File: config.mk
export PLATFORM = sky130hd
export DESIGN_NAME = cfg_hs_master
export DESIGN_NICKNAME = d
export VERILOG_FILES = /design/src/rtl/pkg_common.sv /design/src/rtl/cfg_sync.sv /design/src/rtl/cfg_hs_master.sv
export SDC_FILE = /design/constraint.sdc
export NUM_CORES = 1
export LEC_CHECK = 0
export CAP_MARGIN = 5
export CORE_ASPECT_RATIO = 1.75
export CORE_MARGIN = 1
export CORE_UTILIZATION = 44
export DETAILED_ROUTE_END_ITERATION = 8
export HOLD_SLACK_MARGIN = 0.05
export PLACE_DENSITY = 0.77
export SLEW_MARGIN = 5
export SYNTH_ARGS = -nofsm -noshare
export SYNTH_HDL_FRONTEND = slang
export SYNTH_SLANG_ARGS = --single-unit
File: constraint.sdc
create_clock -name clk_i -period 2.38 [get_ports clk_i]
set_input_delay 0.238 -clock clk_i [delete_from_list [all_inputs] [get_ports clk_i]]
set_output_delay 0.238 -clock clk_i [all_outputs]
set_load 0.005 [all_outputs]
File: src/rtl/pkg_common.sv
// pkg_common: shared types and constants for the config-bus blocks.
package pkg_common;

  localparam int WORD_W     = 32;
  localparam int CFG_ADDR_W = 16;
  localparam int TMO_W      = 16;

  typedef logic [WORD_W-1:0]     word_t;
  typedef logic [CFG_ADDR_W-1:0] cfg_addr_t;
  typedef logic [TMO_W-1:0]      tmo_cnt_t;

  // Read data returned when a config transfer is aborted by timeout.
  localparam word_t CFG_ERR_RDATA = 32'hDEAD_BEEF;

  // Increment that sticks at all-ones instead of wrapping to zero.
  function automatic tmo_cnt_t sat_inc(input tmo_cnt_t v);
    return (v == '1) ? v : v + tmo_cnt_t'(1);
  endfunction

endpackage

File: src/rtl/cfg_sync.sv
// cfg_sync: multi-flop synchronizer for a single-bit asynchronous level.
module cfg_sync #(
  parameter int STAGES = 2
) (
  input  logic clk_i,
  input  logic rst_i,
  input  logic d_i,
  output logic q_o
);

  logic [STAGES-1:0] r_sync;

  // Shift the asynchronous level through the flop chain; cleared by reset.
  always_ff @(posedge clk_i) begin
    if (rst_i) begin
      r_sync <= '0;
    end else begin
      // NOTE: non-blocking so each stage captures the previous stage's old value.
      r_sync <= {r_sync[STAGES-2:0], d_i};
    end
  end

  assign q_o = r_sync[STAGES-1];

endmodule

File: src/rtl/cfg_hs_master.sv
// cfg_hs_master: SoC-side master for a 4-phase request/acknowledge config
// handshake into an asynchronous accelerator domain. One transfer in flight.
module cfg_hs_master
  import pkg_common::*;
#(
  parameter int SYNC_STAGES    = 2,
  parameter int TIMEOUT_CYCLES = 1024
) (
  input  logic      clk_i,
  input  logic      rst_i,
  input  logic      req_i,
  output logic      gnt_o,
  input  logic      we_i,
  input  cfg_addr_t addr_i,
  input  word_t     wdata_i,
  output logic      rvalid_o,
  output word_t     rdata_o,
  output logic      err_o,
  output logic      cfg_req_o,
  output cfg_addr_t cfg_ad_o,
  output logic      cfg_web_o,
  output word_t     cfg_d_o,
  input  word_t     cfg_q_i,
  input  logic      cfg_ack_i
);

  localparam logic [2:0] ST_IDLE    = 3'd0;
  localparam logic [2:0] ST_SETUP   = 3'd1;
  localparam logic [2:0] ST_REQ     = 3'd2;
  localparam logic [2:0] ST_RELEASE = 3'd3;
  localparam logic [2:0] ST_RESP    = 3'd4;

  localparam tmo_cnt_t   TMO_LAST    = tmo_cnt_t'(TIMEOUT_CYCLES - 1);
  localparam logic [2:0] SETTLE_INIT = 3'(SYNC_STAGES);

  logic [2:0] r_state;
  tmo_cnt_t   r_cnt;
  logic [2:0] r_settle;
  logic       r_cfg_req;
  logic       r_web;
  logic       r_err;
  cfg_addr_t  r_ad;
  word_t      r_d;
  word_t      r_rdata;

  logic       w_ack_sync;
  logic       w_gnt;
  logic       w_rvalid;

  cfg_sync #(
    .STAGES (SYNC_STAGES)
  ) u_ack_sync (
    .clk_i (clk_i),
    .rst_i (rst_i),
    .d_i   (cfg_ack_i),
    .q_o   (w_ack_sync)
  );

  // After reset the synchronizer reads 0 regardless of the real ack level;
  // block grants until the chain has been refilled from cfg_ack_i so a stale
  // acknowledge is seen and allowed to return to zero first.
  always_ff @(posedge clk_i) begin
    if (rst_i) begin
      r_settle <= SETTLE_INIT;
    end else if (r_settle != '0) begin
      r_settle <= r_settle - 3'd1;
    end
  end

  // Grant and response strobes, both held low while reset is applied.
  always_comb begin
    // NOTE: defaults first so every path assigns every output (no latch).
    w_gnt    = 1'b0;
    w_rvalid = 1'b0;
    if (!rst_i) begin
      w_gnt    = (r_state == ST_IDLE) && req_i && !w_ack_sync && (r_settle == '0);
      w_rvalid = (r_state == ST_RESP);
    end
  end

  // Transfer FSM: capture, setup, request, release, respond.
  always_ff @(posedge clk_i) begin
    if (rst_i) begin
      r_state   <= ST_IDLE;
      r_cfg_req <= 1'b0;
      r_web     <= 1'b1;
      r_ad      <= '0;
      r_d       <= '0;
      r_rdata   <= '0;
      r_err     <= 1'b0;
      r_cnt     <= '0;
    end else begin
      case (r_state)
        ST_IDLE: begin
          if (w_gnt) begin
            r_ad    <= addr_i;
            r_d     <= wdata_i;
            r_web   <= ~we_i;
            r_state <= ST_SETUP;
          end
        end

        // Address/data/web settle for a cycle before the request rises.
        ST_SETUP: begin
          r_cnt     <= '0;
          r_cfg_req <= 1'b1;
          r_state   <= ST_REQ;
        end

        // An ack seen in the final allowed cycle still wins over the timeout.
        // cfg_q_i is only sampled after the synchronized ack, by which point
        // the accelerator holds it stable.
        ST_REQ: begin
          r_cnt <= sat_inc(r_cnt);
          if (w_ack_sync) begin
            r_rdata   <= r_web ? cfg_q_i : '0;
            r_err     <= 1'b0;
            r_cfg_req <= 1'b0;
            r_state   <= ST_RELEASE;
          end else if (r_cnt == TMO_LAST) begin
            r_rdata   <= CFG_ERR_RDATA;
            r_err     <= 1'b1;
            r_cfg_req <= 1'b0;
            r_state   <= ST_RELEASE;
          end
        end

        // Wait for the acknowledge to return to zero before responding.
        ST_RELEASE: begin
          if (!w_ack_sync) begin
            r_state <= ST_RESP;
          end
        end

        ST_RESP: begin
          r_state <= ST_IDLE;
        end

        default: begin
          r_state   <= ST_IDLE;
          r_cfg_req <= 1'b0;
        end
      endcase
    end
  end

  assign gnt_o     = w_gnt;
  assign rvalid_o  = w_rvalid;
  assign rdata_o   = w_rvalid ? r_rdata : '0;
  assign err_o     = w_rvalid & r_err;
  assign cfg_req_o = r_cfg_req;
  assign cfg_ad_o  = r_ad;
  assign cfg_web_o = r_web;
  assign cfg_d_o   = r_d;

endmodule

==> impl_metrics.json <==
{
  "cap_violations": 0,
  "core_area_um2": 10700,
  "synth-seq-cells": 107,
  "r2r_slack_ps": 240,
  "powerDensity_nw_per_um2": 587,
  "ios": 170,
  "numCtsBuffers": 9,
  "first_global_vias": 4825,
  "min_period_over_period_pct": 95.3,
  "clkTransAtPathRegs_ps": 70,
  "grt-ovfl-total": 0,
  "syn_area_um2": 4840,
  "drt-total-wl_um": 14100,
  "fin_crit_ps": 2270,
  "synth_edf_count": 0,
  "slew_headroom_pct": 41.8,
  "start_kind": "flip-flop",
  "start_util_pct": 45.2,
  "finalSetupTns_ps": 0,
  "insertion_delay_ps": 340,
  "syn_to_final_growth_pct": 43.1,
  "max_slew.worst_pin.slew_ps": 873,
  "synthCells": 626,
  "startpoint": "r_state[0]",
  "min-delay-path-class": "primary input to flip-flop",
  "antenna_found_initial": 0,
  "grt_max_degree": 99,
  "ys_types": 50,
  "die-area_um2": 11400,
  "peakVddDrop_mv": 0.511,
  "synth_fp_nets": 714,
  "antenna_left": 0,
  "hold_ws_ps": 284,
  "hold_viol": 0,
  "arrival_ps": 2030,
  "grt.total_usage_pct": 25.6,
  "gp_congestion": 0.905,
  "via_count": 4886,
  "drtIter0Drc": 267,
  "hold_path.startpoint": "rst_i",
  "synth_flop_cell": "dfxtp_1",
  "final_cell_mix": "clkdlybuf4s50_1, dfxtp_1, a21oi_1",
  "drc": 0,
  "dp.final_hpwl_um": 10400,
  "fp.dieW_um": 81.3,
  "yosysWarningCount": 0,
  "worstSetupPathType": "flip-flop to output port",
  "insertedDiodeCount": 0,
  "cts_tree": "yes",
  "regToRegStartpoint": "r_cnt[1]",
  "cts_num_sinks": 107,
  "setup_viol": 0,
  "fp-row-count": 50,
  "async_reset_ff_share_pct": 0,
  "clockBufferDepth": 2,
  "status": "complete, no violations",
  "wl_met3_um": 1030,
  "fmax_ghz": 0.441,
  "first_pass_iters": 5,
  "cp-end-kind": "output port",
  "cp_max_fo": 10,
  "syn_area_per_cell_um2": 7.73,
  "post_route_cells_drive_above_1_share_pct": 6.19,
  "die_h_um": 141,
  "ys_seq_area_share_pct": 44.3,
  "dr_wl_met2_um": 7530,
  "routedWlPerCell_um": 15.5,
  "top_layer": "met4",
  "rsz0062_at_grt": "false",
  "critPathRequiredTime_ps": 2140,
  "drv_slew": 0,
  "numPortBuffers": 169,
  "finalClockSkew_ps": 9.24,
  "ctsRootBufferMaster": "clkbuf_16",
  "htreeDepth": 3,
  "final_common_cell": "clkdlybuf4s50_1",
  "grt_first_pass_wirelength_um": 22900,
  "p_leak_nw": 2.72,
  "met1Wirelength_um": 5050,
  "via_per_inst": 5.39,
  "nets": 859
}
metrics by stage:
| stage | cell area [µm²] | total power [mW] | setup slack (ps) | cells | util [%] |
|---|---|---|---|---|---|
| global route | 6930 | 4.26 | 1.62 | 906 | 64.8 |
| CTS | 6910 | 4.10 | 1.09 | 906 | 64.6 |
| floorplan | 4840 | 2.29 | 659 | 626 | - |
| finish | 6930 | 4.06 | 111 | 906 | 64.8 |
| global placement | 6620 | 2.66 | 329 | 890 | 61.9 |
| detailed placement | 6620 | 2.69 | 308 | 890 | 61.9 |
sequential cells by signal (all words and copies together) (netlist names), 2 cells and up:
signal             flops
cfg_d_o               32
r_cnt                 16
r_state                3
u_ack_sync.r_sync      2
r_settle               3
cfg_ad_o              16
r_rdata               32
worst max-delay path, cell delays in order, from the launching register on:
cell and delay (ps):
dfxtp_1 580, nor2_4 90, and3_1 220, buf_4 170, and2_1 160, clkdlybuf4s50_1 470
synth_stat cells, types with 3 or more instances:
cell type,count,share of area [%]
inv_1,58,4.5
o2111ai_1,9,1.6
nand3_1,52,5.4
mux2i_1,7,1.4
and3_1,3,0.39
nor3b_1,10,1.6
o21ai_0,61,6.3
nand4_1,7,0.90
dfxtp_1,107,44
buf_2,7,0.72
ha_1,3,0.78
o21ai_1,19,2.0
nor4_1,5,0.65
a21oi_1,66,6.8
or4_1,3,0.47
clkbuf_1,34,2.6
a211oi_1,3,0.47
or3_1,6,0.78
and2_1,34,4.4
nor3_1,5,0.52
nand2_1,47,3.6
buf_1,6,0.47
nor2_1,39,3.0
area by class of cell:
| type | instances | area (µm²) |
|---|---|---|
| Sequential cell | 107 | 2140 |
| Tap cell | 130 | 163 |
| Inverter | 60 | 225 |
| Clock buffer | 10 | 239 |
| Clock inverter | 6 | 41.3 |
| Multi-Input combinational cell | 410 | 2310 |
| Timing Repair Buffer | 183 | 1810 |
| Fill cell | 939 | 3770 |
layer usage:
layer  global-route usage, %  vias to the layer above
met5                       0                        -
met4                    11.9                        0
met3                    7.64                       30
met2                    46.3                      173
met1                    25.9                     2260
li1                        -                     2423
logic make-up (layout without fill, tap and decap cells):
family          Yosys count  after routing  synth area share, %
compound gates          168            168                 18.8
xor+xnor                  3              3                0.698
fa+ha+maj                 3              3                0.776
buf+inv                 109            259                 8.94
flops                   107            107                 44.3
mux                       7              7                 1.45
simple gates            229            229                 25.0
where the power goes:
part	internal [mW]	total (mW)	switching, mW
Combinational	0.386	0.686	0.300
Clock	0.737	1.41	0.673
Sequential	1.90	1.97	0.0634
timing repair:
| action | in CTS | in global routing |
|---|---|---|
| buffers inserted | 0 | 0 |
| pin swaps | 0 | 0 |
| hold buffers | 0 | 0 |
| hold endpoints to repair | 0 | 0 |
| gates resized for setup | 1 | 5 |
| endpoints found under the setup margin | 1 | 34 |
| gates cloned | 0 | 0 |
worst paths after layout:
| check | end | depth (start not counted) |
|---|---|---|
| setup / recovery | rdata_o[22] | 5 |
| hold / removal | r_cnt[4] | 3 |
| setup reg to reg | r_cnt[5] | 5 |
| hold reg to reg | u_ack_sync.r_sync[1] | 1 |
(Power assumes the default switching activity.)
